===== src/rtl/wb_arbiter2_if.sv =====
// Bus bundle for wb_arbiter2: two Wishbone master ports, one slave port, grant status.
interface wb_arbiter2_if #(
  parameter int WB_ADDR_WIDTH = 6
);
  logic                     i_m0_cyc, i_m0_stb, i_m0_we;
  logic [WB_ADDR_WIDTH-1:0] i_m0_addr;
  logic [31:0]              i_m0_data;
  logic [3:0]               i_m0_sel;
  logic                     o_m0_stall, o_m0_ack;
  logic [31:0]              o_m0_data;

  logic                     i_m1_cyc, i_m1_stb, i_m1_we;
  logic [WB_ADDR_WIDTH-1:0] i_m1_addr;
  logic [31:0]              i_m1_data;
  logic [3:0]               i_m1_sel;
  logic                     o_m1_stall, o_m1_ack;
  logic [31:0]              o_m1_data;

  logic                     o_s_cyc, o_s_stb, o_s_we;
  logic [WB_ADDR_WIDTH-1:0] o_s_addr;
  logic [31:0]              o_s_data;
  logic [3:0]               o_s_sel;
  logic                     i_s_stall, i_s_ack;
  logic [31:0]              i_s_data;

  logic [1:0]               o_grant;

  // Arbiter side of the bundle.
  modport slave (
    input  i_m0_cyc, i_m0_stb, i_m0_we, i_m0_addr, i_m0_data, i_m0_sel,
    input  i_m1_cyc, i_m1_stb, i_m1_we, i_m1_addr, i_m1_data, i_m1_sel,
    input  i_s_stall, i_s_ack, i_s_data,
    output o_m0_stall, o_m0_ack, o_m0_data,
    output o_m1_stall, o_m1_ack, o_m1_data,
    output o_s_cyc, o_s_stb, o_s_we, o_s_addr, o_s_data, o_s_sel,
    output o_grant
  );

  // Environment side: drives both masters and the slave responses.
  modport master (
    output i_m0_cyc, i_m0_stb, i_m0_we, i_m0_addr, i_m0_data, i_m0_sel,
    output i_m1_cyc, i_m1_stb, i_m1_we, i_m1_addr, i_m1_data, i_m1_sel,
    output i_s_stall, i_s_ack, i_s_data,
    input  o_m0_stall, o_m0_ack, o_m0_data,
    input  o_m1_stall, o_m1_ack, o_m1_data,
    input  o_s_cyc, o_s_stb, o_s_we, o_s_addr, o_s_data, o_s_sel,
    input  o_grant
  );
endinterface


===== src/rtl/wb_arbiter2.sv =====
// Round-robin 2:1 pipelined Wishbone arbiter; grant 1 cycle after cyc, then combinational pass-through.
// Backpressure: slave stall or MAX_OUTSTANDING unacked requests stall the owner; the loser always stalls.
module wb_arbiter2 #(
  parameter int WB_ADDR_WIDTH   = 6,
  parameter int MAX_OUTSTANDING = 4
) (
  input logic          i_clk,
  input logic          i_rst,
  wb_arbiter2_if.slave bus
);
  localparam int CW = $clog2(MAX_OUTSTANDING + 1);

  typedef enum logic [1:0] {IDLE = 2'd0, GNT0 = 2'd1, GNT1 = 2'd2} state_t;

  state_t                   state, state_nxt;
  logic                     r_last, last_nxt;
  logic [CW-1:0]            r_cnt, cnt_nxt;
  logic                     granted, sel_m1, own_cyc, own_stb;
  logic                     lim, ack_fwd, s_stb, acc;
  logic [WB_ADDR_WIDTH-1:0] addr_mux;

  always_ff @(posedge i_clk or posedge i_rst) begin
    if (i_rst) begin
      state  <= IDLE;
      r_cnt  <= '0;
      r_last <= 1'b1;
    end else begin
      state  <= state_nxt;
      r_cnt  <= cnt_nxt;
      r_last <= last_nxt;
    end
  end

  always_comb begin
    state_nxt = state;
    cnt_nxt   = r_cnt;
    last_nxt  = r_last;

    granted  = (state != IDLE);
    sel_m1   = (state == GNT1);
    own_cyc  = sel_m1 ? bus.i_m1_cyc  : bus.i_m0_cyc;
    own_stb  = sel_m1 ? bus.i_m1_stb  : bus.i_m0_stb;
    addr_mux = sel_m1 ? bus.i_m1_addr : bus.i_m0_addr;

    lim     = (r_cnt == CW'(MAX_OUTSTANDING));
    // An ack with nothing outstanding is stale (left over from a dropped cyc) and is swallowed.
    ack_fwd = granted & bus.i_s_ack & (r_cnt != '0);
    s_stb   = granted & own_cyc & own_stb & ~lim;
    acc     = s_stb & ~bus.i_s_stall;

    bus.o_s_cyc  = granted & own_cyc;
    bus.o_s_stb  = s_stb;
    bus.o_s_we   = sel_m1 ? bus.i_m1_we   : bus.i_m0_we;
    bus.o_s_addr = addr_mux;
    bus.o_s_data = sel_m1 ? bus.i_m1_data : bus.i_m0_data;
    bus.o_s_sel  = sel_m1 ? bus.i_m1_sel  : bus.i_m0_sel;

    bus.o_m0_stall = (state == GNT0) ? (bus.i_s_stall | lim) : 1'b1;
    bus.o_m1_stall = (state == GNT1) ? (bus.i_s_stall | lim) : 1'b1;
    bus.o_m0_ack   = (state == GNT0) & ack_fwd;
    bus.o_m1_ack   = (state == GNT1) & ack_fwd;
    bus.o_m0_data  = bus.i_s_data;
    bus.o_m1_data  = bus.i_s_data;
    bus.o_grant    = {sel_m1, state == GNT0};

    case (state)
      IDLE: begin
        if (bus.i_m0_cyc && bus.i_m1_cyc) state_nxt = r_last ? GNT0 : GNT1;
        else if (bus.i_m0_cyc)            state_nxt = GNT0;
        else if (bus.i_m1_cyc)            state_nxt = GNT1;
      end
      // Dropping cyc hands over directly to a waiting master, no dead cycle.
      GNT0: if (!bus.i_m0_cyc) state_nxt = bus.i_m1_cyc ? GNT1 : IDLE;
      GNT1: if (!bus.i_m1_cyc) state_nxt = bus.i_m0_cyc ? GNT0 : IDLE;
      default: state_nxt = IDLE;
    endcase

    if (!granted || !own_cyc)  cnt_nxt = '0;
    else if (acc && !ack_fwd)  cnt_nxt = r_cnt + CW'(1);
    else if (ack_fwd && !acc)  cnt_nxt = r_cnt - CW'(1);

    if (state_nxt == GNT0 && state != GNT0)      last_nxt = 1'b0;
    else if (state_nxt == GNT1 && state != GNT1) last_nxt = 1'b1;
  end
endmodule

===== src/flat_wrapper.sv =====
// flat-port wrapper written by rule: the top's interface ports become plain ports
module wb_arbiter2_flat 
#(
  parameter int WB_ADDR_WIDTH   = 6,
  parameter int MAX_OUTSTANDING = 4
)
  (i_clk, i_rst, bus_i_m0_cyc, bus_i_m0_stb, bus_i_m0_we, bus_i_m0_addr, bus_i_m0_data, bus_i_m0_sel, bus_i_m1_cyc, bus_i_m1_stb, bus_i_m1_we, bus_i_m1_addr, bus_i_m1_data, bus_i_m1_sel, bus_i_s_stall, bus_i_s_ack, bus_i_s_data, bus_o_m0_stall, bus_o_m0_ack, bus_o_m0_data, bus_o_m1_stall, bus_o_m1_ack, bus_o_m1_data, bus_o_s_cyc, bus_o_s_stb, bus_o_s_we, bus_o_s_addr, bus_o_s_data, bus_o_s_sel, bus_o_grant);
  wb_arbiter2_if #(.WB_ADDR_WIDTH(WB_ADDR_WIDTH)) bus_i ();
  input logic i_clk;
  input logic i_rst;
  input wire logic [$bits(bus_i.i_m0_cyc)-1:0] bus_i_m0_cyc;
  input wire logic [$bits(bus_i.i_m0_stb)-1:0] bus_i_m0_stb;
  input wire logic [$bits(bus_i.i_m0_we)-1:0] bus_i_m0_we;
  input wire logic [$bits(bus_i.i_m0_addr)-1:0] bus_i_m0_addr;
  input wire logic [$bits(bus_i.i_m0_data)-1:0] bus_i_m0_data;
  input wire logic [$bits(bus_i.i_m0_sel)-1:0] bus_i_m0_sel;
  input wire logic [$bits(bus_i.i_m1_cyc)-1:0] bus_i_m1_cyc;
  input wire logic [$bits(bus_i.i_m1_stb)-1:0] bus_i_m1_stb;
  input wire logic [$bits(bus_i.i_m1_we)-1:0] bus_i_m1_we;
  input wire logic [$bits(bus_i.i_m1_addr)-1:0] bus_i_m1_addr;
  input wire logic [$bits(bus_i.i_m1_data)-1:0] bus_i_m1_data;
  input wire logic [$bits(bus_i.i_m1_sel)-1:0] bus_i_m1_sel;
  input wire logic [$bits(bus_i.i_s_stall)-1:0] bus_i_s_stall;
  input wire logic [$bits(bus_i.i_s_ack)-1:0] bus_i_s_ack;
  input wire logic [$bits(bus_i.i_s_data)-1:0] bus_i_s_data;
  output wire logic [$bits(bus_i.o_m0_stall)-1:0] bus_o_m0_stall;
  output wire logic [$bits(bus_i.o_m0_ack)-1:0] bus_o_m0_ack;
  output wire logic [$bits(bus_i.o_m0_data)-1:0] bus_o_m0_data;
  output wire logic [$bits(bus_i.o_m1_stall)-1:0] bus_o_m1_stall;
  output wire logic [$bits(bus_i.o_m1_ack)-1:0] bus_o_m1_ack;
  output wire logic [$bits(bus_i.o_m1_data)-1:0] bus_o_m1_data;
  output wire logic [$bits(bus_i.o_s_cyc)-1:0] bus_o_s_cyc;
  output wire logic [$bits(bus_i.o_s_stb)-1:0] bus_o_s_stb;
  output wire logic [$bits(bus_i.o_s_we)-1:0] bus_o_s_we;
  output wire logic [$bits(bus_i.o_s_addr)-1:0] bus_o_s_addr;
  output wire logic [$bits(bus_i.o_s_data)-1:0] bus_o_s_data;
  output wire logic [$bits(bus_i.o_s_sel)-1:0] bus_o_s_sel;
  output wire logic [$bits(bus_i.o_grant)-1:0] bus_o_grant;
  assign bus_i.i_m0_cyc = bus_i_m0_cyc;
  assign bus_i.i_m0_stb = bus_i_m0_stb;
  assign bus_i.i_m0_we = bus_i_m0_we;
  assign bus_i.i_m0_addr = bus_i_m0_addr;
  assign bus_i.i_m0_data = bus_i_m0_data;
  assign bus_i.i_m0_sel = bus_i_m0_sel;
  assign bus_i.i_m1_cyc = bus_i_m1_cyc;
  assign bus_i.i_m1_stb = bus_i_m1_stb;
  assign bus_i.i_m1_we = bus_i_m1_we;
  assign bus_i.i_m1_addr = bus_i_m1_addr;
  assign bus_i.i_m1_data = bus_i_m1_data;
  assign bus_i.i_m1_sel = bus_i_m1_sel;
  assign bus_i.i_s_stall = bus_i_s_stall;
  assign bus_i.i_s_ack = bus_i_s_ack;
  assign bus_i.i_s_data = bus_i_s_data;
  assign bus_o_m0_stall = bus_i.o_m0_stall;
  assign bus_o_m0_ack = bus_i.o_m0_ack;
  assign bus_o_m0_data = bus_i.o_m0_data;
  assign bus_o_m1_stall = bus_i.o_m1_stall;
  assign bus_o_m1_ack = bus_i.o_m1_ack;
  assign bus_o_m1_data = bus_i.o_m1_data;
  assign bus_o_s_cyc = bus_i.o_s_cyc;
  assign bus_o_s_stb = bus_i.o_s_stb;
  assign bus_o_s_we = bus_i.o_s_we;
  assign bus_o_s_addr = bus_i.o_s_addr;
  assign bus_o_s_data = bus_i.o_s_data;
  assign bus_o_s_sel = bus_i.o_s_sel;
  assign bus_o_grant = bus_i.o_grant;
  wb_arbiter2 #(.WB_ADDR_WIDTH(WB_ADDR_WIDTH), .MAX_OUTSTANDING(MAX_OUTSTANDING)) u_core (.i_clk(i_clk), .i_rst(i_rst), .bus(bus_i));
endmodule

===== config.mk =====
export PLATFORM = sky130hd
export DESIGN_NAME = wb_arbiter2_flat
export DESIGN_NICKNAME = d
export VERILOG_FILES = /design/src/rtl/wb_arbiter2_if.sv /design/src/rtl/wb_arbiter2.sv /design/src/flat_wrapper.sv
export SDC_FILE = /design/constraint.sdc
export NUM_CORES = 1
export LEC_CHECK = 0
export ABC_AREA = 1
export CORE_MARGIN = 5
export CORE_UTILIZATION = 21
export DETAILED_ROUTE_END_ITERATION = 12
export GPL_ROUTABILITY_DRIVEN = 0
export MAX_ROUTING_LAYER = met4
export PLACE_DENSITY = 0.87
export SETUP_SLACK_MARGIN = 0.15
export SYNTH_ARGS = -nofsm -noshare
export SYNTH_HDL_FRONTEND = slang
export SYNTH_SLANG_ARGS = --single-unit

===== constraint.sdc =====
create_clock -name i_clk -period 2 [get_ports i_clk]
set_input_delay 0.2 -clock i_clk [delete_from_list [all_inputs] [get_ports i_clk]]
set_output_delay 0.2 -clock i_clk [all_outputs]
set_load 0.02 [all_outputs]

After elaboration in Yosys (flattened, before gate mapping)
Index checks and enable logic that the tools add are counted.
Storage, ports and cells
  output and inout bits: 115
  bits in registers: 6
  logic and storage cells: 60
Operators by class
  eq/ne operators: 7
  bitwise operators: 11
  add/sub/neg operators: 2
  reduce and logical (&&, ||, !) cells: 15
  mux-type cells: 22
Operators with widths (count)
  32-bit two-way mux: 1
  2-bit two-way mux: 7
  3-bit two-way mux: 3
  1-bit AND: 8
  1-bit two-way mux: 8
  6-bit two-way mux: 1
  2-bit one-hot mux with 3 select lines: 1
  3-bit nonzero test: 2
  1-bit logical AND: 5
  2-bit by 1-bit equality test with 1-bit output (second input constant): 2
  2-bit equality test (second input constant): 2
  1-bit zero test: 4
  4-bit two-way mux: 1
  2-bit nonzero test: 2
  3-bit by 1-bit adder with 3-bit output (second input constant): 1
  3-bit equality test (second input constant): 1
  3-bit by 1-bit subtractor with 3-bit output (second input constant): 1
  2-bit zero test: 1
  2-bit by 1-bit != test with 1-bit output (second input constant): 1
  2-bit != test (second input constant): 1
  1-bit inverter: 2
  1-bit logical OR: 1
  1-bit bitwise OR: 1

Longest topological paths before layout
  depth in word-level cells: 11
  mapped depth: 14

Worst setup path after synthesis
No wires, ideal clock.
  kind: register -> register
  start: reg u_core.state[0]
  end: reg u_core.r_cnt[2]
  arrival: 1.806 ns
  path buffers: 1
  setup time: 0.121 ns
  setup slack: 0.073 ns
  cell stages (with the launch flop): 14
  cells stage by stage: dfrtp_1 -> nor2_4 -> buf_6 -> nand2_1 -> nand3_1 -> nor2_1 -> ha_1 -> fa_1 -> inv_1 -> nand2_1 -> nand3_1 -> nand2_1 -> nor2_1 -> nor2_1
Between the ends
  word-level cells in the longest chain between the ends: 9
  elaborated cells on any way between the ends: 20
  those cells by class: 1 x eq/ne; 4 x mux; 6 x bitwise; 9 x reduce/logical
RTL lines
  from (decl): RTL line wb_arbiter2.sv:15  | state_t state, state_nxt;
  from (signal assigned): RTL line wb_arbiter2.sv:28  | state <= state_nxt;
  2-bit equality test: RTL line wb_arbiter2.sv:40  | sel_m1 = (state == GNT1);
  1-bit two-way mux: RTL line wb_arbiter2.sv:41  | own_cyc = sel_m1 ? bus.i_m1_cyc : bus.i_m0_cyc;
  1-bit AND (3 in series): RTL line wb_arbiter2.sv:48  | s_stb = granted & own_cyc & own_stb & ~lim;
  1-bit AND: RTL line wb_arbiter2.sv:49  | acc = s_stb & ~bus.i_s_stall;
  1-bit logical AND or 1-bit zero test (tied branches): RTL line wb_arbiter2.sv:79, wb_arbiter2.sv:80
  3-bit two-way mux or 1-bit logical AND (tied branches): RTL line wb_arbiter2.sv:79, wb_arbiter2.sv:80
  3-bit two-way mux or 3-bit nonzero test (tied branches)
  to (signal assigned): RTL line wb_arbiter2.sv:29  | r_cnt <= cnt_nxt;
  to (decl): RTL line wb_arbiter2.sv:17  | logic [CW-1:0] r_cnt, cnt_nxt;
Several ways; a longest one is shown, not always the timed one.
A chain may end at the register's enable or synchronous reset.

Worst setup path after layout
  start: reg u_core.state[1]
  end: reg u_core.r_cnt[1]
Same word-level chain as after synthesis.

==> results.md <==
* Final Cycle Share at between 90 and 100%
* Register area share after synthesis at 10.0%
* WL/cell at 13.9 µm
* Die area at 8970 µm²
* Fin area at 2510 µm²
* Reg2reg start: u_core.state[1]$_DFF_PP0_
* Worst Skew at 0.00510 ns
* Crit. Startpoint: u_core.state[1]$_DFF_PP0_
* Die Span X at 94.7 µm
* Initial antenna violation count at 0
* Tightest Pin Transition at 0.259 ns
* Starting Density at a little over a fifth
* Switching pwr at 1.33 mW
* Share of layout cells above drive strength 1 at around 23%
* CP Data Required Time at around 2.2 ns
* Outcome: finished, final reports clean
* Root buffer cell: clkbuf_8
* Peak supply drop at between 0.6 and 0.7 mV
* Crit. End Element: flip-flop
* Tot GR Track Use at roughly an eighth
* Min Tclk post-route at 1.90 ns
* Post-synthesis average cell area at 5.52 µm²
* Vias in the first global route at 1952
* Std-Cell Rows at 30
* Area of placed instances at 2560 µm²
* Power, Total at 2.41 mW
* Fmax at 525 MHz
* Io pins at about 240
* Setup TNS at 0 ns
* Sequential share of power at 8.0%
* Critical path arrival at 2.08 ns
* Post-Syn Area at about 1500 µm²
* Worst-path maximum fanout at 5
* Int Power at around 1.1 mW
* Synthesized instance count at 273
* Initial drt markers at just under 60
* Setup violations, final at 0
* CP startpoint kind: flip-flop
* Cts hold-fix bufs at 0
* HP Class: in2async
* Clk_lat worst skew at approximately 0.23 ns
* Cell Count, Final, Fillers Out at 459
* Pre-antenna DRT Iters at 4
* MaxCap Viol Count at 0
* Mapped Nets at 401
* Max clock buf depth at 2
* Flops & latches, synth at 6
* Commonest non-fill, non-tap cell in the layout: nand2_1
* Pwr/cell area at around 960 nW/µm²
* Post-layout net count at roughly 490
* WS Path Type: reg2reg
* Post-route DRC at 0
* Util after Layout at 36.4%
* Number of hold violations in the final report at 0
* Clock sink total at 6
* N_diodes at 0
* Vias at 1875
* Clk slew on worst S/H paths at 0.04 ns
* Post-DRT Antenna Nets at 0
* First-pass GRT wire length at roughly 9400 µm
* Total wire length at 6380 µm
* P&R area growth vs syn at 66.6%
* H-tree levels at 1
* Port Buf Inserts at 144
* Pin count of the biggest net entering global routing at 26
* Hpwl dp at 5120 µm
* Combinational group share of total power at 83.8%
* Total grt overflow at 0
* Clock group share of total power at around 8.2%
* Relative slew slack at 82.5%
* Sw Ratio at 55.4%
* Leakage power at 1.35 nW
* Inst Count DP at roughly 450
* YS warnings at 0
* Routed vias/inst at roughly 4.1
* Most frequent cells in the layout: 144 x nand2_1, 94 x clkdlybuf4s50_1, 44 x clkbuf_2
* Max Slew Vio Count at 0
* Core outline area at 6910 µm²
* Total CTS buffers at 3
* CTS tree: built
* RSZ-0062 raised after global routing: true
* Die Y at ~95 µm
* Synth unique cells at 18
-- worst max-delay path, cell delays in order (launching register included) --
cell and delay [ns]:
dfrtp_1 0.36, inv_2 0.06, nor2_4 0.18, inv_2 0.08, nand2_2 0.07, nand3_2 0.08, nor2_1 0.11, ha_2 0.20
fa_2 0.44, o21ai_2 0.14, nand2_1 0.06, inv_1 0.05
-- layout make-up --
class                      count  area, µm²
clock buffer                   4       45.0
fill                         765       4400
inverter                      16       60.1
multi-input combinational    177        769
sequential                     6        153
tap                           96        120
timing repair buffer         160       1360
-- state kept, by name (all words and copies together) (netlist names) --
register       flops
u_core.state       2
u_core.r_last      1
u_core.r_cnt       3
-- cells by family after synthesis --
| family | Yosys count | share of synthesized area [%] |
|---|---|---|
| flip-flops | 6 | 10.0 |
| buffers and inverters | 90 | 42.1 |
| AO/OA/AOI/OAI | 5 | 1.66 |
| AND/OR/NAND/NOR | 170 | 44.1 |
| adder cells (fa/ha/maj) | 2 | 2.16 |
-- repair_timing --
item / in CTS / in global routing
gates resized for setup: 62 / 94
pin swaps: 4 / 7
endpoints found under the setup margin: 52 / 48
setup buffers: 3 / 6
endpoints found under the hold margin: 0 / 0
-- routing by layer --
layer | global-route usage [%] | wire [µm]
met4 | 4.09 | 154
met3 | 3.51 | 645
met2 | 23.3 | 3260
met5 | - | 0
met1 | 14.8 | 2310
-- final timing paths --
kind                                                    end  slack, ns  cells past startpoint
worst max-delay path            u_core.r_cnt[1]$_DFFE_PP0P_        0.1                     11
worst min-delay path            u_core.r_cnt[0]$_DFFE_PP0P_       0.19                      2
worst max register to register  u_core.r_cnt[1]$_DFFE_PP0P_        0.1                     11
worst min register to register    u_core.r_last$_DFFE_PP1P_       0.47                      2
max in group asynchronous         u_core.r_last$_DFFE_PP1P_       1.55                      2
min in group i_clk                        bus_o_m0_data[20]       0.40                      0
-- power groups by stage --
stage	combinational (mW)	clock [mW]	sequential [mW]
after floorplan	1.38	0	0.192
after global placement	2.12	0	0.198
after detailed placement	2.15	0	0.200
after CTS	2.02	0.196	0.191
after global routing	2.21	0.204	0.199
final	2.02	0.197	0.192
-- Yosys cell counts --
cell type | count | area share (%)
nand2_1 | 149 | 37
nor2_1 | 9 | 2.2
ha_1 | 1 | 0.83
dfrtp_1 | 5 | 8.3
nand3_1 | 7 | 2.3
inv_1 | 15 | 3.7
inv_2 | 1 | 0.25
buf_6 | 5 | 3.7
nor3_1 | 1 | 0.33
o21ai_0 | 3 | 1.0
nand3b_1 | 1 | 0.50
nor2_4 | 1 | 0.75
and3_1 | 1 | 0.42
dfstp_2 | 1 | 1.7
nand2_2 | 1 | 0.42
fa_1 | 1 | 1.3
buf_4 | 69 | 34
a21oi_1 | 2 | 0.66
-- per-stage QoR --
| stage | setup WS (ns) | hold slack (ns) |
|---|---|---|
| after global placement | 0.0593 | 0.400 |
| after detailed placement | -0.00154 | 0.400 |
| after global routing | -0.00997 | 0.221 |
| after CTS | -0.0258 | 0.195 |
| final | 0.0952 | 0.186 |
| after floorplan | 0.167 | -0.00984 |
Note: power is estimated with default switching activity, not from simulation.
==> RTL change 1 (same settings) <==
Make the reset (`i_rst`) synchronous in one clocked block.
--- a/src/rtl/wb_arbiter2.sv
+++ b/src/rtl/wb_arbiter2.sv
@@ -21,3 +21,3 @@
 
-  always_ff @(posedge i_clk or posedge i_rst) begin
+  always_ff @(posedge i_clk) begin
     if (i_rst) begin
Function: differs if i_rst is asserted again (counterexample within 4 cycles, from zero or initial values and one cycle with i_rst high); with i_rst held inactive, the same outputs for 10 cycles.
==> RTL change 1 against the unedited design <==
  * Critical endpoint is now u_core.r_cnt[2]
  * Highest routed layer unchanged
  * Critical path depth increased by 4
  * Cell area up 3.9%
  * Synthesized cell count decreased by 1.5%
  * Sequential cell count did not move
  * Non-clock buffer count is 1 lower
  * Setup slack improved by 6.8 ps
  * Critical path type unchanged
  * Hold slack improved by 210 ps
  * Routed wire length decreased by 13%
  * Synthesized area shrank 3.2%
Power is not compared: it rests on default switching activity, and its combinational part moved more than twofold at a synthesized area within 25%.
==> RTL change 1: results <==
[outcome]
status = complete, no violations

[grt]
grt.total_usage = 0.1200
grt_remaining_overflow = 0
grt_pass1_vias = 1822
grt_pass1_wl_um = 8349
grt_max_degree = 33
grt_antenna_before_repair = 0

[final_layout]
reg_top3 = u_core.r_cnt x3, u_core.state x2, u_core.r_last x1
diodes = 0
final-seq-area_um2 = 123.9
layout.nets = 487
drive_gt1_frac = 0.09524
fillers = 728

[critical_path]
arrival_ps = 2020
slowest_stage = fa_2
critPathMaxFanout = 4
critPathMaxStageDelay_ps = 330

[logic_synthesis]
synth_nets = 397
ys_seq_area_frac = 0.08226
ys.flop_type = dfxtp_1
synth_area_leaders = nand2_1 (38%), buf_4 (36%), dfxtp_1 (8.2%)
yosysWarnings = 0
synth_cell_types = 19
async_flop_share = 0
synth_common_cells = nand2_1 (149), buf_4 (70), inv_1 (10)

[clock_network]
clockBufferDepth = 2
clk_latency_ps = 230
htree_levels = 1
root_buffer = clkbuf_8
path_clk_slew_ps = 40
numCtsBuffers = 3

[route]
first_pass_iters = 4
viasPerCell = 3.965
ant_nets = 0
drtIter0Drc = 50
drt_wl_total_um = 5546

[sta]
skew_ps = 1.601
slew-limit-headroom = 0.8402

[pwr]
peakVddDrop_mv = 0.2724
leakagePower_nw = 1.331

[placed_design]
pre_cts_ws_ps = -116.0
port-buffer-count = 144
dpl-instance-area_mm2 = 0.002542
place.detailed.hpwl_um = 4671

[hold_path]
hold_path_class = input port to output pin
RTL change 1: changes by cell type after synthesis, moves of 3 or more:
cell / before / now
buf_6: 5 / 2
dfrtp_1: 5 / 0
dfxtp_1: 0 / 6
inv_1: 15 / 10
nor2_1: 9 / 5
nor2_2: 0 / 3
o21ai_0: 3 / 0
RTL change 1: report_power, final:
| group | internal [mW] | leakage, nW | switching [mW] |
|---|---|---|---|
| Clock | 0.130 | 0.0216 | 0.0575 |
| Sequential | 0.127 | 0.0502 | 0.00511 |
| Combinational | 0.342 | 1.26 | 0.335 |
| Total | 0.599 | 1.33 | 0.397 |
RTL change 1: timing repair:
item,CTS,global route
gates resized for setup,53,3
endpoints found under the setup margin,50,6
buffers inserted,2,5
pin swaps,1,4
RTL change 1: metal layers:
| metal | up-vias | GRT usage | wire length, um |
|---|---|---|---|
| met2 | 90 | 0.2085 | 2788 |
| met4 | 0 | 0.07082 | 281 |
| met5 | - | - | 0 |
| met1 | 748 | 0.1185 | 1901 |
| met3 | 40 | 0.03540 | 574 |
| li1 | 918 | - | - |
RTL change 1: path summary, 6_finish.rpt:
path,slack (ps),from,depth (start not counted),endpoint
max,100,u_core.state[0],15,u_core.r_cnt[2]
min,400,bus_i_s_data[20],0,bus_o_m0_data[20]
max reg2reg,100,u_core.state[0],15,u_core.r_cnt[2]
min reg2reg,460,u_core.r_cnt[1],2,u_core.r_cnt[1]
RTL change 1: final cells by class:
type	count	area share
inverter	12	0.01823
clock buffer	3	0.01583
timing repair buffer	159	0.5827
tap	96	0.04604
sequential	6	0.04748
multi-input combinational	177	0.2897
RTL change 1: critical path: cells and delay by family (launching register included):
family	cells	cell delay [ps]
and+or+nand+nor	7	490
xor gates and xnor gates	1	140
AOI/OAI and AO/OA	1	50
DFF	1	320
buffers and inverters	4	260
adders and majority gates	2	530
RTL change 1: kinds of logic after synthesis:
family          after synthesis  share of synthesized area
flops                         6                    0.08227
simple gates                169                     0.4567
fa+ha+maj                     2                    0.02228
buf+inv                      86                     0.4130
compound gates                5                    0.01970
xor+xnor                      1                   0.005999
RTL change 1: through the flow:
step,std cells,total power [mW]
final,453,0.9962
after global routing,453,1.065
after CTS,448,1.005
after detailed placement,443,0.8677
after global placement,443,0.8567
after floorplan,269,0.6373
==> RTL change 2 (config.mk and constraints unchanged) <==
Made on the original files. `WB_ADDR_WIDTH` is set to 6 in 3 places; all go to 5.
--- a/src/rtl/wb_arbiter2_if.sv
+++ b/src/rtl/wb_arbiter2_if.sv
@@ -2,3 +2,3 @@
 interface wb_arbiter2_if #(
-  parameter int WB_ADDR_WIDTH = 6
+  parameter int WB_ADDR_WIDTH = 5
 );
--- a/src/rtl/wb_arbiter2.sv
+++ b/src/rtl/wb_arbiter2.sv
@@ -3,3 +3,3 @@
 module wb_arbiter2 #(
-  parameter int WB_ADDR_WIDTH   = 6,
+  parameter int WB_ADDR_WIDTH   = 5,
   parameter int MAX_OUTSTANDING = 4
--- a/src/flat_wrapper.sv
+++ b/src/flat_wrapper.sv
@@ -3,3 +3,3 @@
 #(
-  parameter int WB_ADDR_WIDTH   = 6,
+  parameter int WB_ADDR_WIDTH   = 5,
   parameter int MAX_OUTSTANDING = 4
Ports: changed (resized bus_i_m0_addr, bus_i_m1_addr and bus_o_s_addr); port bits go from 241 to 238. The function was not compared with the original's and may differ.
==> RTL change 2 against the unedited design <==
  * Sequential cell count stayed put
  * Total power is essentially flat
  * Final cell count decreased by 0.65%
  * Clock power increased by 2%
  * Critical path depth decreased by 1
  * Core utilization is 2.1 points higher
  * Highest routed layer unchanged
  * Routed wire length is 12% lower
  * Critical endpoint unchanged
  * Setup slack gained 39 ps
  * Cell area rose by 5.1%
  * Die area down 0.88%
  * Synthesized area is 1.0% lower
==> RTL change 2: results <==
[final_layout]
fillers = 724
layout.nets = 487
drive_gt1_frac = 0.09167

[sta]
slew-limit-headroom = 0.8353
layout_min_cycle_time_ps = 1866
skew_ps = 4.622
hold_ws_ps = 184.9

[route]
drt_wl_total_um = 5622
dr_wl_met2_um = 3059
viasPerCell = 3.857
met3WireLength_um = 456
wl_per_cell_um = 12.33
drtIter0Drc = 29
drt-met1-wl_um = 1897
first_pass_iters = 4

[logic_synthesis]
synth_compound_area_frac = 0.01341
synth_mux_area_frac = 0
yosysWarnings = 0
ys_seq_area_frac = 0.1014
synth_cell_types = 20
synth_nets = 399
synthAdderAreaFrac = 0.02179
synth_area_leaders = nand2_1 (37%), buf_4 (34%), dfrtp_1 (8.4%)
synth.top_cell.area_share = 0.3697
synth_common_cells = nand2_1 (147), buf_4 (67), inv_1 (15)

[critical_path]
arrival_ps = 1990
rrSetupSlack_ps = 130
crit_path_start = u_core.state[0]
r2r_cells = 10
critPathMaxFanout = 6
critPathMaxStageDelay_ps = 540

[placed_design]
dpl-instance-area_mm2 = 0.002572
port-buffer-count = 141
place.detailed.hpwl_um = 4785
pre_cts_ws_ps = -44.50

[outcome]
status = complete, no violations

[pwr]
peakVddDrop_mv = 0.4930
p_switching_mw = 1.252
power_clock_mw = 0.201
pwr-share-comb = 0.836

[grt]
grt.total_usage = 0.1176
grt_max_degree = 28
grt_pass1_wl_um = 8293
grt_pass1_vias = 1778
-- RTL change 2: cell type report --
class                           instances  area, um2  share of cell area
Clock buffer                            4      45.04             0.01706
Sequential cell                         6      151.4             0.05735
Tap cell                               96      120.1             0.04550
Timing Repair Buffer                  157       1501              0.5687
Inverter                               17      63.81             0.02417
Multi-Input combinational cell        176      758.2              0.2872
-- RTL change 2: critical path, delay by kind of cell (launching register included) --
kind | cells | cell delay (ps)
buffers and inverters | 2 | 110
adders and majority gates | 2 | 730
DFF | 1 | 380
AOI/OAI and AO/OA | 1 | 50
and+or+nand+nor | 5 | 480
-- RTL change 2: per-layer routing --
layer / global-route usage / vias up
met4: 0.05656 / 0
met3: 0.03045 / 28
li1: - / 920
met1: 0.1145 / 736
met2: 0.2157 / 75
met5: - / -
-- RTL change 2: timing repair --
action,in CTS,in global routing
pin swaps,1,5
resized for setup,55,6
endpoints found under the setup margin,50,3
cloned,0,0
setup buffers,2,4
